`src/rtl/grey_seq_ctrl_if.sv`:
```
// rtl/grey_seq_ctrl_if.sv - control, stream and status signals of grey_seq_ctrl
interface grey_seq_ctrl_if;
  logic       start;
  logic       abort;
  logic       dir;
  logic [3:0] ld_idx;
  logic [4:0] len;
  logic       out_ready;
  logic       out_valid;
  logic [3:0] code;
  logic [3:0] idx;
  logic       busy;
  logic       done;
  logic       wrap;
  logic       err;

  modport slave (
    input  start, abort, dir, ld_idx, len, out_ready,
    output out_valid, code, idx, busy, done, wrap, err
  );

  modport master (
    output start, abort, dir, ld_idx, len, out_ready,
    input  out_valid, code, idx, busy, done, wrap, err
  );
endinterface

```
`src/rtl/grey_seq_ctrl.sv`:
```
// rtl/grey_seq_ctrl.sv - Gray-code table sequencer with ready/valid output
// Optional adjacency checker enabled by defining GREY_SEQ_CHECK_EN.
module grey_seq_ctrl (
  input logic            clk,
  input logic            rst,
  grey_seq_ctrl_if.slave bus
);

  typedef enum logic {IDLE, RUN} state_t;

  state_t     state_q, state_d;
  logic [3:0] idx_q, idx_d;
  logic [4:0] rem_q, rem_d;
  logic       dir_q, dir_d;
  logic       done_q, done_d;
  logic       wrap_q, wrap_d;

  logic       xfer;
  logic       start_acc;
  logic [3:0] idx_step;
  logic       step_wraps;

  function automatic logic [3:0] gray_lut(input logic [3:0] i);
    case (i)
      4'd0:  gray_lut = 4'h5;
      4'd1:  gray_lut = 4'h4;
      4'd2:  gray_lut = 4'hC;
      4'd3:  gray_lut = 4'hD;
      4'd4:  gray_lut = 4'hF;
      4'd5:  gray_lut = 4'hE;
      4'd6:  gray_lut = 4'hA;
      4'd7:  gray_lut = 4'hB;
      4'd8:  gray_lut = 4'h9;
      4'd9:  gray_lut = 4'h8;
      4'd10: gray_lut = 4'h0;
      4'd11: gray_lut = 4'h1;
      4'd12: gray_lut = 4'h3;
      4'd13: gray_lut = 4'h2;
      4'd14: gray_lut = 4'h6;
      default: gray_lut = 4'h7;
    endcase
  endfunction

  assign xfer       = (state_q == RUN) && bus.out_ready;
  assign start_acc  = (state_q == IDLE) && bus.start && !bus.abort;
  assign idx_step   = dir_q ? idx_q + 4'd1 : idx_q - 4'd1;
  assign step_wraps = dir_q ? (idx_q == 4'hF) : (idx_q == 4'h0);

  always_comb begin
    state_d = state_q;
    idx_d   = idx_q;
    rem_d   = rem_q;
    dir_d   = dir_q;
    done_d  = 1'b0;
    wrap_d  = 1'b0;
    case (state_q)
      IDLE: begin
        if (start_acc) begin
          idx_d   = bus.ld_idx;
          dir_d   = bus.dir;
          rem_d   = (bus.len == 5'd0 || bus.len > 5'd16) ? 5'd16 : bus.len;
          state_d = RUN;
        end
      end
      default: begin
        if (xfer) begin
          if (rem_q > 5'd1) begin
            idx_d  = idx_step;
            rem_d  = rem_q - 5'd1;
            wrap_d = step_wraps;
          end else begin
            state_d = IDLE;
            rem_d   = 5'd0;
            done_d  = !bus.abort;
          end
        end
        // A transfer coinciding with abort still counts, but the run ends here.
        if (bus.abort) state_d = IDLE;
      end
    endcase
  end

  always_ff @(posedge clk) begin
    if (rst) begin
      state_q <= IDLE;
      idx_q   <= 4'd0;
      rem_q   <= 5'd0;
      dir_q   <= 1'b0;
      done_q  <= 1'b0;
      wrap_q  <= 1'b0;
    end else begin
      state_q <= state_d;
      idx_q   <= idx_d;
      rem_q   <= rem_d;
      dir_q   <= dir_d;
      done_q  <= done_d;
      wrap_q  <= wrap_d;
    end
  end

  assign bus.out_valid = (state_q == RUN);
  assign bus.busy      = (state_q == RUN);
  assign bus.code      = gray_lut(idx_q);
  assign bus.idx       = idx_q;
  assign bus.done      = done_q;
  assign bus.wrap      = wrap_q;

`ifdef GREY_SEQ_CHECK_EN
  logic [3:0] last_q, last_d;
  logic       have_q, have_d;
  logic       err_q, err_d;
  logic [3:0] diff;

  always_comb begin
    last_d = last_q;
    have_d = have_q;
    err_d  = err_q;
    diff   = last_q ^ bus.code;
    if (start_acc) begin
      err_d  = 1'b0;
      have_d = 1'b0;
    end else if (xfer) begin
      if (have_q && !$onehot(diff)) err_d = 1'b1;
      last_d = bus.code;
      have_d = 1'b1;
    end
  end

  always_ff @(posedge clk) begin
    if (rst) begin
      last_q <= 4'd0;
      have_q <= 1'b0;
      err_q  <= 1'b0;
    end else begin
      last_q <= last_d;
      have_q <= have_d;
      err_q  <= err_d;
    end
  end

  assign bus.err = err_q;
`else
  assign bus.err = 1'b0;
`endif

endmodule
```
`src/flat_wrapper.sv`:
```
// flat-port wrapper written by rule: the top's interface ports become plain ports
module grey_seq_ctrl_flat 
  (clk, rst, bus_start, bus_abort, bus_dir, bus_ld_idx, bus_len, bus_out_ready, bus_out_valid, bus_code, bus_idx, bus_busy, bus_done, bus_wrap, bus_err);
  grey_seq_ctrl_if bus_i ();
  input logic clk;
  input logic rst;
  input wire logic [$bits(bus_i.start)-1:0] bus_start;
  input wire logic [$bits(bus_i.abort)-1:0] bus_abort;
  input wire logic [$bits(bus_i.dir)-1:0] bus_dir;
  input wire logic [$bits(bus_i.ld_idx)-1:0] bus_ld_idx;
  input wire logic [$bits(bus_i.len)-1:0] bus_len;
  input wire logic [$bits(bus_i.out_ready)-1:0] bus_out_ready;
  output wire logic [$bits(bus_i.out_valid)-1:0] bus_out_valid;
  output wire logic [$bits(bus_i.code)-1:0] bus_code;
  output wire logic [$bits(bus_i.idx)-1:0] bus_idx;
  output wire logic [$bits(bus_i.busy)-1:0] bus_busy;
  output wire logic [$bits(bus_i.done)-1:0] bus_done;
  output wire logic [$bits(bus_i.wrap)-1:0] bus_wrap;
  output wire logic [$bits(bus_i.err)-1:0] bus_err;
  assign bus_i.start = bus_start;
  assign bus_i.abort = bus_abort;
  assign bus_i.dir = bus_dir;
  assign bus_i.ld_idx = bus_ld_idx;
  assign bus_i.len = bus_len;
  assign bus_i.out_ready = bus_out_ready;
  assign bus_out_valid = bus_i.out_valid;
  assign bus_code = bus_i.code;
  assign bus_idx = bus_i.idx;
  assign bus_busy = bus_i.busy;
  assign bus_done = bus_i.done;
  assign bus_wrap = bus_i.wrap;
  assign bus_err = bus_i.err;
  grey_seq_ctrl u_core (.clk(clk), .rst(rst), .bus(bus_i));
endmodule
```
`config.mk`:
```
export PLATFORM = sky130hd
export DESIGN_NAME = grey_seq_ctrl_flat
export DESIGN_NICKNAME = d
export VERILOG_FILES = /design/src/rtl/grey_seq_ctrl_if.sv /design/src/rtl/grey_seq_ctrl.sv /design/src/flat_wrapper.sv
export SDC_FILE = /design/constraint.sdc
export NUM_CORES = 1
export LEC_CHECK = 0
export ABC_AREA = 0
export CAP_MARGIN = 5
export CORE_MARGIN = 10
export CORE_UTILIZATION = 50
export DETAILED_ROUTE_END_ITERATION = 10
export GPL_ROUTABILITY_DRIVEN = 0
export GPL_TIMING_DRIVEN = 0
export PLACE_DENSITY = 0.89
export SYNTH_ARGS = -nofsm -noshare
export SYNTH_HDL_FRONTEND = slang
export SYNTH_SLANG_ARGS = --single-unit
export TNS_END_PERCENT = 20
```
`constraint.sdc`:
```
create_clock -name clk -period 4.9 [get_ports clk]
set_input_delay 0.49 -clock clk [delete_from_list [all_inputs] [get_ports clk]]
set_output_delay 0.49 -clock clk [all_outputs]
set_load 0.01 [all_outputs]
```
==> impl_metrics.ini <==
[outcome]
outcome = finished clean

[critical_path]
crit_path_start_kind = flip-flop
critical_path_peak_fanout = 5
r2r-start = u_core.dir_q
worst-r2r-cell-count = 7
worst-endpoint-arrival_ns = 2.33
crit_start = u_core.dir_q
setup.worst_path.end = u_core.bus.code[3]
critical_path.reg2reg.endpoint = u_core.bus.code[3]
critical_path.endpoint_type = flip-flop
worst-endpoint-required_ns = 5.13
r2r_slack_ns = 2.79
criticalPathCategory = reg -> reg

[power]
power.share.switching_pct = 31.2
peakVddDrop_uv = 194
switching_power_summed_over_all_nets_mw = 0.105
cell_leakage_power_nw = 0.524
intPower_mw = 0.232
pwr_density_cell_mw_per_mm2 = 256
seq_power_share_pct = 46.3
pwr-share-clk_pct = 23.0
comb_power_share_pct = 30.8

[global_routing]
number_of_antenna_violations_at_the_first_check_in_global_routing = 0
grtUsageTotal_pct = 13.0
grt_pass1_wl_um = 4410
first_global_vias = 927
overflow = 0
grt_max_degree = 11

[cells_and_area]
multiInputGateArea_um2 = 592
layout.cells.non_filler = 172
final_common_cell = sky130_fd_sc_hd__clkdlybuf4s50_1
antenna_cells_inserted = 0
filler_cells = 158
drive_gt1_share_pct = 11.0
layout_common_cells = 26 x sky130_fd_sc_hd__clkdlybuf4s50_1, 17 x sky130_fd_sc_hd__dfxtp_1, 16 x sky130_fd_sc_hd__nor2_1
syn_to_final_growth_pct = 32.2
fin_nets = 167
ff_latch_area_um2 = 340

[synthesis]
synthesis.yosys.warnings = 0
post_synth_inst_count = 115
avgSynthCellArea_um2 = 8.67
netlist_area_um2 = 997
postSynth.asyncResetShare_pct = 0
synth_seq_area_share_pct = 34.1
synth-edff-count = 0
ys.flop_type = sky130_fd_sc_hd__dfxtp_1
yosysUniqueCellTypes = 43
register_bit_total_from_synthesis = 17
synth.net_count = 136

[clocking]
clkSlewWorstSetupHoldPaths_ns = 0.10
number_of_cts_inserted_buffers = 3
h-tree-depth = 1
cts_resized = 0
clk_latency_ns = 0.30
cts_root_buffer = sky130_fd_sc_hd__clkbuf_4
post_cts.repair.setup_buffers = 0
clock_tree_from_tritoncts = yes
ctsHoldBuffers = 0
cts_num_sinks = 17
cts_max_path_buffers = 2

[timing]
final_max_slew_viol_count = 0
timing.final.hold_violations = 0
setup_viol_count_final = 0
fmaxAchievable_mhz = 475
min_period_over_period_pct = 43.0
worst_clock_skew_ns = 0.00696
fin_tns_setup_ns = 0
setup_repair_after_global_routing_missed_its_margin = false
fin_crit_ns = 2.11

[job]
cap_violations = 0

[routing]
first_iteration_detailed_routing_drc_count = 39
via_count = 976
route.detailed.vias_per_inst = 5.67
postRouteWirelength_um = 2630
drtPass1Iterations = 4
wl_per_cell_um = 15.3
remaining_drc_errors = 0
antenna_left = 0

[place]
port_buffers = 26
hpwl_um = 2020
dpl.cell_count = 168

[floorplan]
pin_count = 28
fp.coreArea_mm2 = 0.00192
std_cell_rows = 16
initial_core_util_pct = 51.9
chipHeight_um = 64.7
die_area_mm2 = 0.00418
floorplan.die.width_um = 64.7

[hold_path]
hp-class = reg -> reg
[worst max-delay path, stage by stage (launching register included)]
cell,delay [ns]
sky130_fd_sc_hd__dfxtp_1,0.40
sky130_fd_sc_hd__inv_1,0.14
sky130_fd_sc_hd__ha_1,0.34
sky130_fd_sc_hd__and3_1,0.20
sky130_fd_sc_hd__o21ai_0,0.17
sky130_fd_sc_hd__nor4b_1,0.35
sky130_fd_sc_hd__o21ai_1,0.20
sky130_fd_sc_hd__xnor2_1,0.23
[per-layer routing]
| layer | track usage, % | vias up | part of all wire, % |
|---|---|---|---|
| met5 | 0 | - | 0 |
| met4 | 7.22 | 0 | 4.0 |
| met3 | 3.09 | 14 | 6.4 |
| met2 | 21.3 | 55 | 48 |
| met1 | 15.1 | 444 | 41 |
| li1 | - | 463 | - |
[through the flow]
| stage | setup WS [ns] | hold slack (ns) | area, um2 | utilization (%) | total power [mW] |
|---|---|---|---|---|---|
| floorplan | 3.03 | 0.470 | 997 | - | 0.220 |
| global placement | 2.59 | 0.490 | 1290 | 67.2 | 0.257 |
| detailed placement | 2.54 | 0.505 | 1290 | 67.2 | 0.262 |
| CTS | 2.80 | 0.518 | 1320 | 68.6 | 0.340 |
| global route | 2.63 | 0.563 | 1320 | 68.6 | 0.357 |
| finish | 2.79 | 0.524 | 1320 | 68.6 | 0.338 |
[power groups by stage]
stage / registers (mW) / logic [mW] / clock network [mW]
6_report: 0.156 / 0.104 / 0.0775
5_1_grt: 0.157 / 0.114 / 0.0859
4_1_cts: 0.156 / 0.103 / 0.0800
3_5_place_dp: 0.159 / 0.103 / 0
3_3_place_gp: 0.159 / 0.0986 / 0
2_1_floorplan: 0.161 / 0.0589 / 0
[layout make-up]
type	instances	area share, %
buffer	5	2.09
multi-input combinational	83	44.9
tap	27	2.56
clock buffer	3	1.71
timing repair buffer	26	19.7
clock inverter	1	0.380
inverter	10	2.85
sequential	17	25.8
[Yosys cell counts, types with 2 or more instances]
| cell type | number | share of area [%] |
|---|---|---|
| sky130_fd_sc_hd__dfxtp_1 | 17 | 34 |
| sky130_fd_sc_hd__nor2_1 | 16 | 6.0 |
| sky130_fd_sc_hd__inv_1 | 9 | 3.4 |
| sky130_fd_sc_hd__a21oi_1 | 6 | 3.0 |
| sky130_fd_sc_hd__ha_1 | 5 | 6.3 |
| sky130_fd_sc_hd__nand2_1 | 5 | 1.9 |
| sky130_fd_sc_hd__o21ai_0 | 5 | 2.5 |
| sky130_fd_sc_hd__xnor2_1 | 5 | 4.4 |
| sky130_fd_sc_hd__nor3_1 | 4 | 2.0 |
| sky130_fd_sc_hd__a211oi_1 | 3 | 2.3 |
| sky130_fd_sc_hd__and3_1 | 2 | 1.3 |
| sky130_fd_sc_hd__buf_4 | 2 | 1.5 |
| sky130_fd_sc_hd__clkbuf_1 | 2 | 0.75 |
| sky130_fd_sc_hd__nand4_1 | 2 | 1.3 |
| sky130_fd_sc_hd__nor4_1 | 2 | 1.3 |
| sky130_fd_sc_hd__nor4b_1 | 2 | 1.8 |
| sky130_fd_sc_hd__o21ai_1 | 2 | 1.0 |
[cells by family after synthesis]
family / share of synthesized area (%)
AND/OR/NAND/NOR: 22.5
other: 0.376
buffers and inverters: 6.52
XOR/XNOR: 5.27
flip-flops: 34.1
adder cells (fa/ha/maj): 8.28
AO/OA/AOI/OAI: 19.4
multiplexers: 3.51
[how the worst min path moves through the flow]
stage | start | end | slack [ns] | cells after the start
after floorplan | u_core.rem_q[2] | u_core.rem_q[2] | 0.47 | 2
after global placement | u_core.rem_q[2] | u_core.rem_q[2] | 0.49 | 2
after detailed placement | u_core.rem_q[2] | u_core.rem_q[2] | 0.50 | 2
after CTS | u_core.rem_q[2] | u_core.rem_q[2] | 0.52 | 2
after global routing | u_core.rem_q[3] | u_core.rem_q[3] | 0.56 | 2
final | u_core.rem_q[2] | u_core.rem_q[2] | 0.52 | 2
[sequential cells by signal, indices dropped and copies added, names as in the netlist]
name	count
u_core.bus.code	4
u_core.bus.wrap	1
u_core.rem_q	5
u_core.bus.done	1
u_core.bus.busy	1
u_core.bus.idx	4
u_core.dir_q	1
Note: power is estimated with default switching activity, not from simulation.
